**src/rtl/audio_pkg.sv**
```systemverilog
// Shared defaults for the audio PWM DAC slice.
package audio_pkg;
  localparam int unsigned DEF_WIDTH      = 10;
  localparam int unsigned DEF_FIFO_DEPTH = 4;
  localparam int unsigned DEF_UCNT_W     = 16;
  localparam int unsigned PERIOD_MAX     = 2**DEF_WIDTH - 1;
endpackage

```
**src/rtl/sample_fifo.sv**
```systemverilog
// Synchronous sample FIFO; level is kept separately so full and empty stay distinct.
module sample_fifo
  import audio_pkg::*;
#(
  parameter int unsigned WIDTH = DEF_WIDTH,
  parameter int unsigned DEPTH = DEF_FIFO_DEPTH,
  localparam int unsigned PTR_W = $clog2(DEPTH),
  localparam int unsigned LVL_W = $clog2(DEPTH) + 1
) (
  input  logic             clk,
  input  logic             rst_n,
  input  logic             push,
  input  logic             pop,
  input  logic [WIDTH-1:0] din,
  output logic [WIDTH-1:0] dout,
  output logic             full,
  output logic             empty,
  output logic [LVL_W-1:0] level
);

  logic [WIDTH-1:0] r_mem [DEPTH];
  logic [PTR_W-1:0] r_wr_ptr;
  logic [PTR_W-1:0] r_rd_ptr;
  logic [LVL_W-1:0] r_level;

  always_ff @(posedge clk) begin
    if (push) r_mem[r_wr_ptr] <= din;
  end

  // Pointers wrap naturally at DEPTH (power of two).
  always_ff @(posedge clk or negedge rst_n) begin
    if (!rst_n) begin
      r_wr_ptr <= '0;
      r_rd_ptr <= '0;
      r_level  <= '0;
    end else begin
      if (push) r_wr_ptr <= r_wr_ptr + PTR_W'(1);
      if (pop)  r_rd_ptr <= r_rd_ptr + PTR_W'(1);
      case ({push, pop})
        2'b10:   r_level <= r_level + LVL_W'(1);
        2'b01:   r_level <= r_level - LVL_W'(1);
        default: r_level <= r_level;
      endcase
    end
  end

  assign dout  = r_mem[r_rd_ptr];
  assign full  = (r_level == LVL_W'(DEPTH));
  assign empty = (r_level == '0);
  assign level = r_level;

endmodule

```
**src/rtl/audio_pwm_dac.sv**
```systemverilog
// Sample-stream to fixed-period PWM converter; duty reloads only at period boundaries.
module audio_pwm_dac
  import audio_pkg::*;
#(
  parameter int unsigned WIDTH      = DEF_WIDTH,
  parameter int unsigned FIFO_DEPTH = DEF_FIFO_DEPTH,
  parameter int unsigned UCNT_W     = DEF_UCNT_W,
  localparam int unsigned LVL_W     = $clog2(FIFO_DEPTH) + 1
) (
  input  logic              clk,
  input  logic              rst_n,
  input  logic              en,
  input  logic [WIDTH-1:0]  sample_data,
  input  logic              sample_valid,
  output logic              sample_ready,
  output logic              pwm_out,
  output logic              period_start,
  output logic [LVL_W-1:0]  fifo_level,
  output logic [UCNT_W-1:0] underrun_cnt
);

  localparam logic [WIDTH-1:0]  CNT_MAX  = '1;
  localparam logic [UCNT_W-1:0] UCNT_MAX = '1;

  logic [WIDTH-1:0]  r_cnt;
  logic [WIDTH-1:0]  r_duty;
  logic [UCNT_W-1:0] r_ucnt;
  logic              r_pwm;
  logic              r_pstart;

  logic              w_load;
  logic              w_push;
  logic              w_pop;
  logic              w_full;
  logic              w_empty;
  logic [WIDTH-1:0]  w_head;

  assign w_load       = en && (r_cnt == CNT_MAX);
  assign w_pop        = w_load && !w_empty;
  assign w_push       = sample_valid && !w_full;
  assign sample_ready = !w_full;

  sample_fifo #(
    .WIDTH (WIDTH),
    .DEPTH (FIFO_DEPTH)
  ) u_fifo (
    .clk   (clk),
    .rst_n (rst_n),
    .push  (w_push),
    .pop   (w_pop),
    .din   (sample_data),
    .dout  (w_head),
    .full  (w_full),
    .empty (w_empty),
    .level (fifo_level)
  );

  // Counter, duty reload and starvation accounting; empty is pre-push so no bypass.
  always_ff @(posedge clk or negedge rst_n) begin
    if (!rst_n) begin
      r_cnt  <= '0;
      r_duty <= '0;
      r_ucnt <= '0;
    end else begin
      r_cnt <= en ? r_cnt + WIDTH'(1) : '0;
      if (w_pop) begin
        r_duty <= w_head;
      end else if (w_load && (r_ucnt != UCNT_MAX)) begin
        r_ucnt <= r_ucnt + UCNT_W'(1);
      end
    end
  end

  // Output bits lag the counter by one clock.
  always_ff @(posedge clk or negedge rst_n) begin
    if (!rst_n) begin
      r_pwm    <= 1'b0;
      r_pstart <= 1'b0;
    end else begin
      r_pwm    <= en && (r_cnt < r_duty);
      r_pstart <= en && (r_cnt == '0);
    end
  end

  assign pwm_out      = r_pwm;
  assign period_start = r_pstart;
  assign underrun_cnt = r_ucnt;

endmodule
```
**config.mk**
```make
export PLATFORM = sky130hd
export DESIGN_NAME = audio_pwm_dac
export DESIGN_NICKNAME = d
export VERILOG_FILES = /design/src/rtl/audio_pkg.sv /design/src/rtl/sample_fifo.sv /design/src/rtl/audio_pwm_dac.sv
export SDC_FILE = /design/constraint.sdc
export NUM_CORES = 1
export LEC_CHECK = 0
export CAP_MARGIN = 20
export CELL_PAD_IN_SITES_DETAIL_PLACEMENT = 1
export CELL_PAD_IN_SITES_GLOBAL_PLACEMENT = 1
export CORE_MARGIN = 3
export CORE_UTILIZATION = 45
export DETAILED_ROUTE_END_ITERATION = 16
export PLACE_DENSITY = 0.73
export SETUP_SLACK_MARGIN = 0.02
export SLEW_MARGIN = 20
export SYNTH_ARGS = -nofsm -noshare
export SYNTH_HDL_FRONTEND = slang
export SYNTH_SLANG_ARGS = --single-unit
```
**constraint.sdc**
```tcl
create_clock -name clk -period 4.89 [get_ports clk]
set_clock_uncertainty 0.05 [all_clocks]
set_input_delay 0.489 -clock clk [delete_from_list [all_inputs] [get_ports clk]]
set_output_delay 0.489 -clock clk [all_outputs]
set_load 0.03 [all_outputs]
```
; Word-level counts from Yosys, hierarchy flattened
; Memory sizes are Yosys's and may differ from the RTL's. A register that Yosys moved wholly into a read port is not among the register bits.
; Index checks and enable logic that the tools add are counted.
[totals]
reg_bits = 35
latchBits = 0
ramBits = 40
rom_bits = 0
in_bits = 14
output_inout_bits = 22
elab_cells = 38
n_memories = 1
[op_classes]
addsub = 6
mul = 0
div = 0
n_lt_le_gt_ge = 1
n_eq_ne = 5
shifts = 0
n_mux = 4
bitwise = 1
reduce_logical = 13
[memory_table]
columns = name, depth, width, read_ports, rd_ports_with_merged_regs, wr, line_no
row1 = u_fifo.r_mem, 4, 10, 1, 1, 1, sample_fifo.sv:21  ; logic [WIDTH-1:0] r_mem [DEPTH];
[op_table]
columns = op, count
row1 = $add A16 B1 Y16 const B, 1
row2 = $ne A16 B16 Y1 const B, 1
row3 = $add A10 B1 Y10 const B, 1
row4 = $eq A10 B10 Y1 const B, 1
row5 = $logic_not A10 Y1, 1
row6 = $lt A10 B10 Y1, 1
row7 = $mux W10, 1
row8 = $logic_and A1 B1 Y1, 6
row9 = $pmux W3 S2, 1
row10 = $add A2 B1 Y2 const B, 2
row11 = $add A3 B1 Y3 const B, 1
row12 = $eq A3 B3 Y1 const B, 1
row13 = $logic_not A1 Y1, 3
row14 = $logic_not A3 Y1, 1
row15 = $sub A3 B1 Y3 const B, 1
row16 = $eq A2 B1 Y1 const B, 1
row17 = $eq A2 B2 Y1 const B, 1
row18 = $mux W1, 2
row19 = $reduce_and A2 Y1, 1
row20 = $reduce_bool A2 Y1, 1
row21 = $not A1 Y1, 1

; Longest topological paths before layout
; Gate-level depths: netlist of run 1.
[depth]
depth_word = 5
depth_mapped = 10
mapped_depth_nobuf = 10

; By module
; Synthesis of run 1 repeated with hierarchy kept, for this count alone.
[hier_totals]
cells_unflattened = 269
hier_area_um2 = 3803.6
[modules_own_cells]
columns = module, instances, cells_each, area_each_um2, seq_area_each_um2
row1 = audio_pwm_dac, 1, 180, 1959.4, 950.9
row2 = sample_fifo, 1, 89, 1844.3, 1376.3

; Least setup slack after synthesis of run 1
; No wires, ideal clock.
[synth_timing]
kind = flip-flop to flip-flop
start = register u_fifo.r_level[0] (netlist: u_fifo.level[0])
end = register u_fifo.r_level[2] (netlist: u_fifo.level[2])
setup_ps = 80
arrival_time_ps = 2311
t_required_ps = 4760
slack_ps = 2448
stages_incl_launch_ff = 11
n_path_buf = 0
period_less_slack_ps = 2442
cell_sequence = dfrtp_1 -> inv_1 -> nand3_1 -> and2_1 -> inv_1 -> ha_1 -> inv_1 -> fa_1 -> xor2_1 -> nor2_1 -> xor2_1
[synth_between]
elab_chain_cells = 5
elab_cells_between_ends = 12
classes_between = add/sub (2) / eq/ne (3) / mux (1) / reduce/logical (6)
[synth_rtl]
columns = element, line_no
row1 = "start, declared", sample_fifo.sv:24  ; logic [LVL_W-1:0] r_level;
row2 = "start signal, assigned", sample_fifo.sv:40  ; 2'b10: r_level <= r_level + LVL_W'(1);
row3 = "start signal, assigned", sample_fifo.sv:41  ; 2'b01: r_level <= r_level - LVL_W'(1);
row4 = "start signal, assigned", sample_fifo.sv:42  ; default: r_level <= r_level;
row5 = $eq A3 B3 Y1 *, sample_fifo.sv:48  ; assign full = (r_level == LVL_W'(DEPTH));
row6 = $logic_not A1 Y1 *, n/a
row7 = via sample_ready, audio_pwm_dac.sv:15  ; output logic sample_ready,
row8 = $logic_and A1 B1 Y1 *, audio_pwm_dac.sv:40  ; assign w_push = sample_valid && !w_full;
row9 = $eq A2 B1 Y1 / $eq A2 B2 Y1 (equally long branches), sample_fifo.sv:39  ; case ({push, pop})
row10 = $pmux W3 S2 / $reduce_bool A2 Y1 (equally long branches), n/a
; Mark *: on every way through the listed nets, which the timed path passes. The rest lies on a longest branch.
; A chain may end at the register's enable or synchronous reset.

; Worst setup path in the final report of run 1
[layout_timing]
start = input port en
end = register u_fifo.r_level[2] (netlist: u_fifo.level[2])
[layout_between]
elab_chain_cells = 4
elab_cells_between_ends = 6
classes_between = eq/ne (2) / mux (1) / reduce/logical (3)
[layout_rtl]
columns = element, line_no
row1 = "start, declared", audio_pwm_dac.sv:12  ; input logic en,
row2 = $logic_and A1 B1 Y1 *, audio_pwm_dac.sv:38  ; assign w_load = en && (r_cnt == CNT_MAX);
row3 = $logic_and A1 B1 Y1 *, audio_pwm_dac.sv:39  ; assign w_pop = w_load && !w_empty;
row4 = $eq A2 B1 Y1 / $eq A2 B2 Y1 (equally long branches), sample_fifo.sv:39
row5 = $pmux W3 S2 / $reduce_bool A2 Y1 (equally long branches), n/a
; Every way passes the cells marked *; elsewhere a longest branch is shown, timed or not.

==> results.yml, run 1 <==
timing:
  whs_ns: 0.0614
  worst_pin_slew_ns: 0.751
  finalSetupViolCount: 0
  fmax_ghz: 0.367
  maxSlewViolCount: 0
  period_needed_ns: 2.72
  fin_crit_sh: 0.557
  final.setup.tns_ns: 0
  max-slew-margin-rel: 0.498
  finalHoldViolations: 0
  rsz0062_at_grt: "false"
pwr:
  peakVddDrop_mv: 0.264
  power_leakage_nw: 1.77
  p_per_area_mw_per_mm2: 366
  fin_total_pwr_mw: 1.62
global_routing:
  grt_max_degree: 46
  antenna_found_initial: 0
  grt_overflow: 0
  grt_pass1_vias: 2301
  track_usage: 0.154
  grt_first_pass_wirelength_mm: 11.5
logic_synthesis:
  yosys.area.top_type: "edfxtp_1"
  synthTopCellsByArea: "edfxtp_1 (32%), dfrtp_1 (30%), mux4_2 (5.9%)"
  synthArstFlopShare: 0.529
  syn_area_mm2: 0.00379
  ys_seq_area_frac: 0.614
  synth_flop_cell: "dfrtp_1"
  synth_top_area_share: 0.317
  synth_area_per_cell_um2: 14.6
  synth_cell_types: 35
  synth_edf_count: 40
  synth_nets: 291
  ys_warn_count: 0
  ys_seq_elements: 85
  netlist_instances: 259
routing:
  first_pass_iters: 4
  drc: 0
  wl_per_cell_um: 16.4
  wirelength_mm: 6.69
  drtIter0Drc: 86
  via_per_inst: 5.25
  ant_nets: 0
  vias: 2142
final_layout:
  mostFrequentLayoutCell: "dfrtp_1"
  nets: 333
  n_fill_cell: 779
  drive_gt1_frac: 0.160
  final_cell_mix: "dfrtp_1 (45), edfxtp_1 (40), clkdlybuf4s50_1 (34)"
  area_delta_synth_final_pct: 16.8
  final_cell_area_mm2: 0.00443
  antenna_cells: 0
place:
  place_area_mm2: 0.00424
  place_congestion: 0.700
  hpwl_mm: 4.69
  io_buffers: 35
worst_setup_path:
  crit_cells: 10
  rr_worst_depth: 10
  slowest_delay_ns: 0.72
  cp_top_family: "buffers and inverters"
  rr_startpoint: "r_cnt[1]$_DFF_PN0_"
  rr_endpoint: "u_fifo.level[2]$_DFFE_PN0P_"
  cp_cell_sequence: "clkdlybuf4s50_1 -> nand2_1 -> nor4b_4 -> buf_4 -> ha_1 -> inv_1 -> fa_1 -> xor2_1 -> nor2_1 -> xor2_1"
  r2r_setup_slack_ns: 2.25
  cp.required_ns: 5.13
  cpMostUsedCell: "xor2_1"
  end_kind: "register"
  worstPathArrival_ns: 2.96
  crit_slowest_cell: "clkdlybuf4s50_1"
  cp-start-kind: "primary input"
  crit_buf_inv: 3
  crit_type: "primary input to register"
  cp_max_fo: 14
die:
  start_util: 0.476
  die_x_um: 97.8
  floorplan.die_area_mm2: 0.00956
  die_y_um: 97.8
  core_mm2: 0.00797
  rows: 32
  io_pins: 36
clocking:
  path_clk_slew_ns: 0.09
  cts_buffer_depth: 2
  cts_setup_buffers: 0
  cts_tree: "yes"
  clock_sinks: 85
  postCtsResizedCells: 0
  holdBufCountCts: 0
  htree_levels: 3
  clk-insertion-delay-late_ns: 0.36
  cts_root_buffer: "clkbuf_8"
  cts_inserted_buffers: 9
worst_hold_path:
  hold_class: "primary input to async pin"
status:
  status: "completed"
run:
  maxCapViolCount: 0
==> metal layers <==
metal	track usage	wire (µm)
met1	0.197	3060
met2	0.255	3330
met3	0.0343	189
met4	0.0639	114
met5	0	0
==> power by group <==
| group | internal, mW | switching, mW |
|---|---|---|
| logic | 0.0994 | 0.156 |
| clock network | 0.197 | 0.285 |
| registers | 0.847 | 0.0365 |
| total | 1.14 | 0.477 |
==> cell usage after synthesis (7+ instances only) <==
library cell,count
mux4_2,10
and2_1,10
inv_1,19
nand2_1,10
edfxtp_1,40
xnor2_1,23
and3_1,8
ha_1,17
dfrtp_1,45
mux2_2,11
nand3_1,7
nand4_1,12
==> flip-flops by register name (all words and copies together), names as in the netlist <==
register,cells
u_fifo.r_rd_ptr,2
u_fifo.r_wr_ptr,2
period_start,1
r_cnt,10
underrun_cnt,16
u_fifo.level,3
r_duty,10
pwm_out,1
u_fifo.r_mem,40
==> logic make-up (layout without fill, tap and decap cells) <==
kind of cell | Yosys count | count (layout) | share of synthesized area
AOI/OAI and AO/OA | 9 | 9 | 0.0139
adders and majority gates | 18 | 18 | 0.0614
and+or+nand+nor | 73 | 73 | 0.125
muxes | 21 | 21 | 0.0921
DFF | 85 | 85 | 0.614
xor gates and xnor gates | 29 | 29 | 0.0670
buffers and inverters | 24 | 71 | 0.0271
==> how the worst max path moves through the flow <==
stage | to | slack [ns] | startpoint
6_report | u_fifo.level[2]$_DFFE_PN0P_ | 2.17 | en
5_1_grt | u_fifo.level[2]$_DFFE_PN0P_ | 1.96 | en
4_1_cts | u_fifo.level[2]$_DFFE_PN0P_ | 2.14 | en
3_5_place_dp | u_fifo.level[2]$_DFFE_PN0P_ | 1.80 | en
3_3_place_gp | u_fifo.level[2]$_DFFE_PN0P_ | 1.85 | en
2_1_floorplan | u_fifo.level[2]$_DFFE_PN0P_ | 2.45 | u_fifo.level[0]$_DFFE_PN0P_
==> layout make-up <==
cell class,instances,area [µm²],area share
sequential,85,2330,0.525
multi-input combinational,150,1360,0.307
timing repair buffer,36,355,0.0802
tap,102,128,0.0288
clock buffer,9,124,0.0280
inverter,19,71.3,0.0161
clock inverter,7,62.6,0.0141
==> stage by stage <==
step / util / setup slack (ns) / cells
2_1_floorplan: - / 2.45 / 259
3_3_place_gp: 0.532 / 1.85 / 392
3_5_place_dp: 0.532 / 1.80 / 392
4_1_cts: 0.556 / 2.14 / 408
5_1_grt: 0.556 / 1.96 / 408
6_report: 0.556 / 2.17 / 408
No activity file was read; power rests on OpenSTA's default activity.
==> inputs of run 2 (changes only) <==
clock period = 2.6 ns   (was 4.89 ns; I/O delays follow)
==> results.yml, run 2 (same netlist as run 1, synthesis figures left out) <==
status:
  status: "completed"
timing:
  period_needed_ns: 2.40
  finalHoldViolations: 0
  final.setup.tns_ns: 0
  fmax_ghz: 0.417
  worst_pin_slew_ns: 0.593
  finalSetupViolCount: 0
  rsz0062_at_grt: "false"
  maxSlewViolCount: 0
  fin_crit_sh: 0.923
  max-slew-margin-rel: 0.605
worst_setup_path:
  rr_endpoint: "u_fifo.level[2]$_DFFE_PN0P_"
  crit_type: "register to register"
  endpoint: "u_fifo.level[2]$_DFFE_PN0P_"
  worstPathArrival_ns: 2.63
  cp_cell_sequence: "ha_1 -> and4_4 -> nor4b_4 -> ha_1 -> inv_1 -> fa_1 -> xor2_1 -> nor2_1 -> xor2_1"
  crit_slowest_cell: "dfrtp_1"
  rr_worst_depth: 9
  cp.required_ns: 2.83
  crit_cells: 9
  slowest_delay_ns: 0.40
  end_kind: "register"
  crit_start: "r_cnt[0]$_DFF_PN0_"
  crit_buf_inv: 1
  rr_startpoint: "r_cnt[0]$_DFF_PN0_"
  cp-start-kind: "register"
  r2r_setup_slack_ns: 0.20
  cp_top_family: "adder cells"
  cp_max_fo: 4
global_routing:
  grt_max_degree: 46
  grt_overflow: 0
  grt_pass1_vias: 2413
  antenna_found_initial: 0
  grt_first_pass_wirelength_mm: 12.3
  track_usage: 0.162
die:
  rows: 32
  die_x_um: 97.8
  start_util: 0.476
  io_pins: 36
  die_y_um: 97.8
  floorplan.die_area_mm2: 0.00956
  core_mm2: 0.00797
place:
  hpwl_mm: 5.16
  place_area_mm2: 0.00429
  place_congestion: 0.711
  io_buffers: 35
clocking:
  cts_tree: "yes"
  htree_levels: 3
  clk-insertion-delay-late_ns: 0.35
  cts_inserted_buffers: 9
  cts_buffer_depth: 2
  clock_sinks: 85
  cts_root_buffer: "clkbuf_8"
  path_clk_slew_ns: 0.10
final_layout:
  top_register: "u_fifo.r_mem"
  final_cell_area_mm2: 0.00452
  drive_gt1_frac: 0.184
  area_delta_synth_final_pct: 19.3
  final_cell_mix: "dfrtp_1 (45), edfxtp_1 (40), clkdlybuf4s50_1 (34)"
  final_util: 0.568
  mostFrequentLayoutCell: "dfrtp_1"
  nets: 343
  largest_reg_flops: 40
  antenna_cells: 0
pwr:
  p_per_area_mw_per_mm2: 692
  power_leakage_nw: 1.82
  peakVddDrop_mv: 0.442
routing:
  drc: 0
  ant_nets: 0
  first_pass_iters: 4
  wl_per_cell_um: 17.1
  wirelength_mm: 7.15
  via_per_inst: 5.16
  vias: 2157
  drtIter0Drc: 90
run:
  maxCapViolCount: 0
worst_hold_path:
  hold_class: "primary input to async pin"
run 2: cell count changes in the layout (fill, tap and decap cells not counted), sizes merged:
cell and change:
bufinv +1, clkinvlp +2, dlygate4sd3 +1, inv -3, buf +9
run 2: what timing repair did:
action	CTS	global route
resized for setup	0	0
hold buffers	0	1
buffers inserted	0	2
endpoints found under the setup margin	0	1
endpoints found under the hold margin	0	45
run 2: area by class of cell:
class / instances / area, µm²
fill: 783 / 3440
sequential: 85 / 2330
inverter: 19 / 71.3
clock inverter: 7 / 78.8
tap: 102 / 128
clock buffer: 9 / 124
multi-input combinational: 150 / 1360
timing repair buffer: 46 / 433
run 2: layer usage:
metal / track usage / wire length [µm] / vias up
met2: 0.266 / 3640 / 32
met4: 0.0650 / 93 / 0
li1: - / - / 1033
met5: 0 / 0 / -
met3: 0.0329 / 203 / 6
met1: 0.213 / 3210 / 1086
run 2: metrics by stage:
stage | hold WS, ns | power, mW | cells | setup slack, ns
after floorplan | -0.0856 | 1.97 | 259 | 0.158
after global placement | 0.435 | 2.18 | 399 | 0.263
after detailed placement | 0.448 | 2.21 | 399 | 0.172
after CTS | 0.0537 | 3.18 | 415 | 0.140
after global routing | 0.435 | 3.31 | 418 | 0.0354
final | 0.391 | 3.13 | 418 | 0.201
run 2: report_power, final:
group          internal (mW)  switching [mW]  leakage, nW  total (mW)
Clock                  0.454           0.501       0.0929       0.955
Combinational          0.202           0.309        0.744       0.511
Sequential              1.59          0.0709        0.981        1.66
run 2: how the worst min path moves through the flow:
stage                            startpoint                            to  slack (ns)
2_1_floorplan                         rst_n        period_start$_DFF_PN0_       -0.09
3_3_place_gp   underrun_cnt[13]$_DFFE_PN0P_  underrun_cnt[13]$_DFFE_PN0P_        0.44
3_5_place_dp                          rst_n             pwm_out$_DFF_PN0_        0.45
4_1_cts                               rst_n            r_cnt[4]$_DFF_PN0_        0.05
5_1_grt                               rst_n            r_cnt[4]$_DFF_PN0_        0.43
6_report                              rst_n            r_cnt[4]$_DFF_PN0_        0.39
run 2: worst register-to-register path, stage by stage, from the launching register on:
cell and delay [ns]:
dfrtp_1 0.40, ha_1 0.22, and4_4 0.27, nor4b_4 0.27, ha_1 0.24, inv_1 0.07, fa_1 0.40, xor2_1 0.15
nor2_1 0.11, xor2_1 0.15
==> inputs of run 3 (changes only) <==
SETUP_SLACK_MARGIN = 0.2   (was 0.02)
==> results.yml, run 3 (same netlist as run 1, synthesis figures left out) <==
status:
  status: "completed"
final_layout:
  multi_input_area_mm2: 0.00139
  drive_gt1_frac: 0.195
  mostFrequentLayoutCell: "dfrtp_1"
  antenna_cells: 0
  final_cell_mix: "dfrtp_1 (43), edfxtp_1 (40), clkdlybuf4s50_1 (34)"
  post_layout_nonfiller_instances: 415
  final_cell_area_mm2: 0.00457
  area_delta_synth_final_pct: 20.6
  largest_reg_flops: 40
  n_fill_cell: 781
  final_util: 0.574
  nets: 340
  top_register: "u_fifo.r_mem"
  seqCellArea_mm2: 0.00233
pwr:
  power_leakage_nw: 1.83
  fin_total_pwr_mw: 3.29
  clkPwrFrac: 0.338
  p_per_area_mw_per_mm2: 719
  internal-power_mw: 2.44
  pwr-share-comb: 0.151
  pwr-share-seq: 0.511
  peakVddDrop_mv: 0.543
  swShare: 0.259
  p_switching_mw: 0.852
global_routing:
  grt_overflow: 0
  grt_max_degree: 41
  grt_pass1_vias: 2410
  antenna_found_initial: 0
  track_usage: 0.162
  grt_first_pass_wirelength_mm: 12.2
timing:
  worst_pin_slew_ns: 0.573
  final.setup.tns_ns: 0
  fin_crit_sh: 0.884
  finalSetupViolCount: 0
  fmax_ghz: 0.435
  whs_ns: 0.207
  rsz0062_at_grt: "false"
  period_needed_ns: 2.30
  setup_ws_ns: 0.301
  finalHoldViolations: 0
  maxSlewViolCount: 0
  max-slew-margin-rel: 0.618
worst_setup_path:
  cp.required_ns: 2.82
  r2r_setup_slack_ns: 0.30
  rr_startpoint: "r_cnt[1]$_DFF_PN0_"
  crit_type: "register to register"
  end_kind: "register"
  rr_worst_depth: 9
  worstPathArrival_ns: 2.52
  crit_start: "r_cnt[1]$_DFF_PN0_"
  rr_endpoint: "u_fifo.level[2]$_DFFE_PN0P_"
  cp_max_fo: 5
  cp-start-kind: "register"
  endpoint: "u_fifo.level[2]$_DFFE_PN0P_"
place:
  io_buffers: 35
  hpwl_mm: 5.18
  place_area_mm2: 0.00431
  place_congestion: 0.747
  dp_slack_ns: 0.231
  dpl.cell_count: 398
routing:
  vias: 2187
  ant_nets: 0
  drc: 0
  first_pass_iters: 4
  wirelength_mm: 7.25
  wl_per_cell_um: 17.5
  via_per_inst: 5.27
  drtIter0Drc: 53
die:
  die_y_um: 97.8
  rows: 32
  start_util: 0.476
  floorplan.die_area_mm2: 0.00956
  core_mm2: 0.00797
  die_x_um: 97.8
  io_pins: 36
clocking:
  htree_levels: 3
  cts_tree: "yes"
  clock_sinks: 85
  cts_buffer_depth: 2
  cts_root_buffer: "clkbuf_8"
  path_clk_slew_ns: 0.08
  clk-insertion-delay-late_ns: 0.35
  cts_inserted_buffers: 9
  cts_setup_buffers: 0
worst_hold_path:
  hold_class: "primary input to async pin"
run:
  maxCapViolCount: 0
==> run 3: power by group through the flow <==
stage                     sequential, mW  clock (mW)  combinational (mW)
final                               1.68        1.11               0.496
after global placement              1.69           0               0.491
after detailed placement            1.71           0               0.501
after floorplan                     1.73           0               0.255
after CTS                           1.68        1.15               0.507
after global routing                1.70        1.20               0.554
==> run 3: area by class of cell <==
| cell class | instances | area share |
|---|---|---|
| flip-flops and latches | 85 | 0.509 |
| multi-input cells | 150 | 0.305 |
| repair buffers | 43 | 0.0892 |
| clock buffers | 10 | 0.0279 |
| well taps | 102 | 0.0279 |
| clock inverters | 6 | 0.0254 |
| inverters | 19 | 0.0156 |
==> run 3: worst max-delay path, cell delays in order (launching register included) <==
cell     delay [ns]
dfrtp_2        0.44
ha_4           0.17
and4_4         0.25
nor4b_4        0.30
ha_4           0.19
inv_1          0.05
fa_1           0.37
xor2_1         0.15
nor2_1         0.12
xor2_1         0.14
==> run 3: repair_timing <==
item / in CTS / in global routing
hold buffers: 1 / 0
endpoints found under the setup margin: 0 / 1
hold endpoints to repair: 5 / 0
gates resized for setup: 0 / 5
==> run 3: routing by layer <==
metal	part of all wire	track usage	wire, µm	vias up
li1	-	-	-	1033
met1	0.44	0.202	3170	1117
met2	0.52	0.278	3770	29
met3	0.029	0.0386	209	8
met4	0.013	0.0543	95	0
met5	0	0	0	-
==> run 3: how the worst min path moves through the flow <==
stage,startpoint,endpoint,cells after the start
2_1_floorplan,rst_n,period_start$_DFF_PN0_,0
3_3_place_gp,rst_n,r_cnt[4]$_DFF_PN0_,1
3_5_place_dp,rst_n,r_cnt[2]$_DFF_PN0_,1
4_1_cts,rst_n,r_cnt[2]$_DFF_PN0_,2
5_1_grt,rst_n,r_cnt[4]$_DFF_PN0_,2
6_report,rst_n,r_cnt[4]$_DFF_PN0_,2
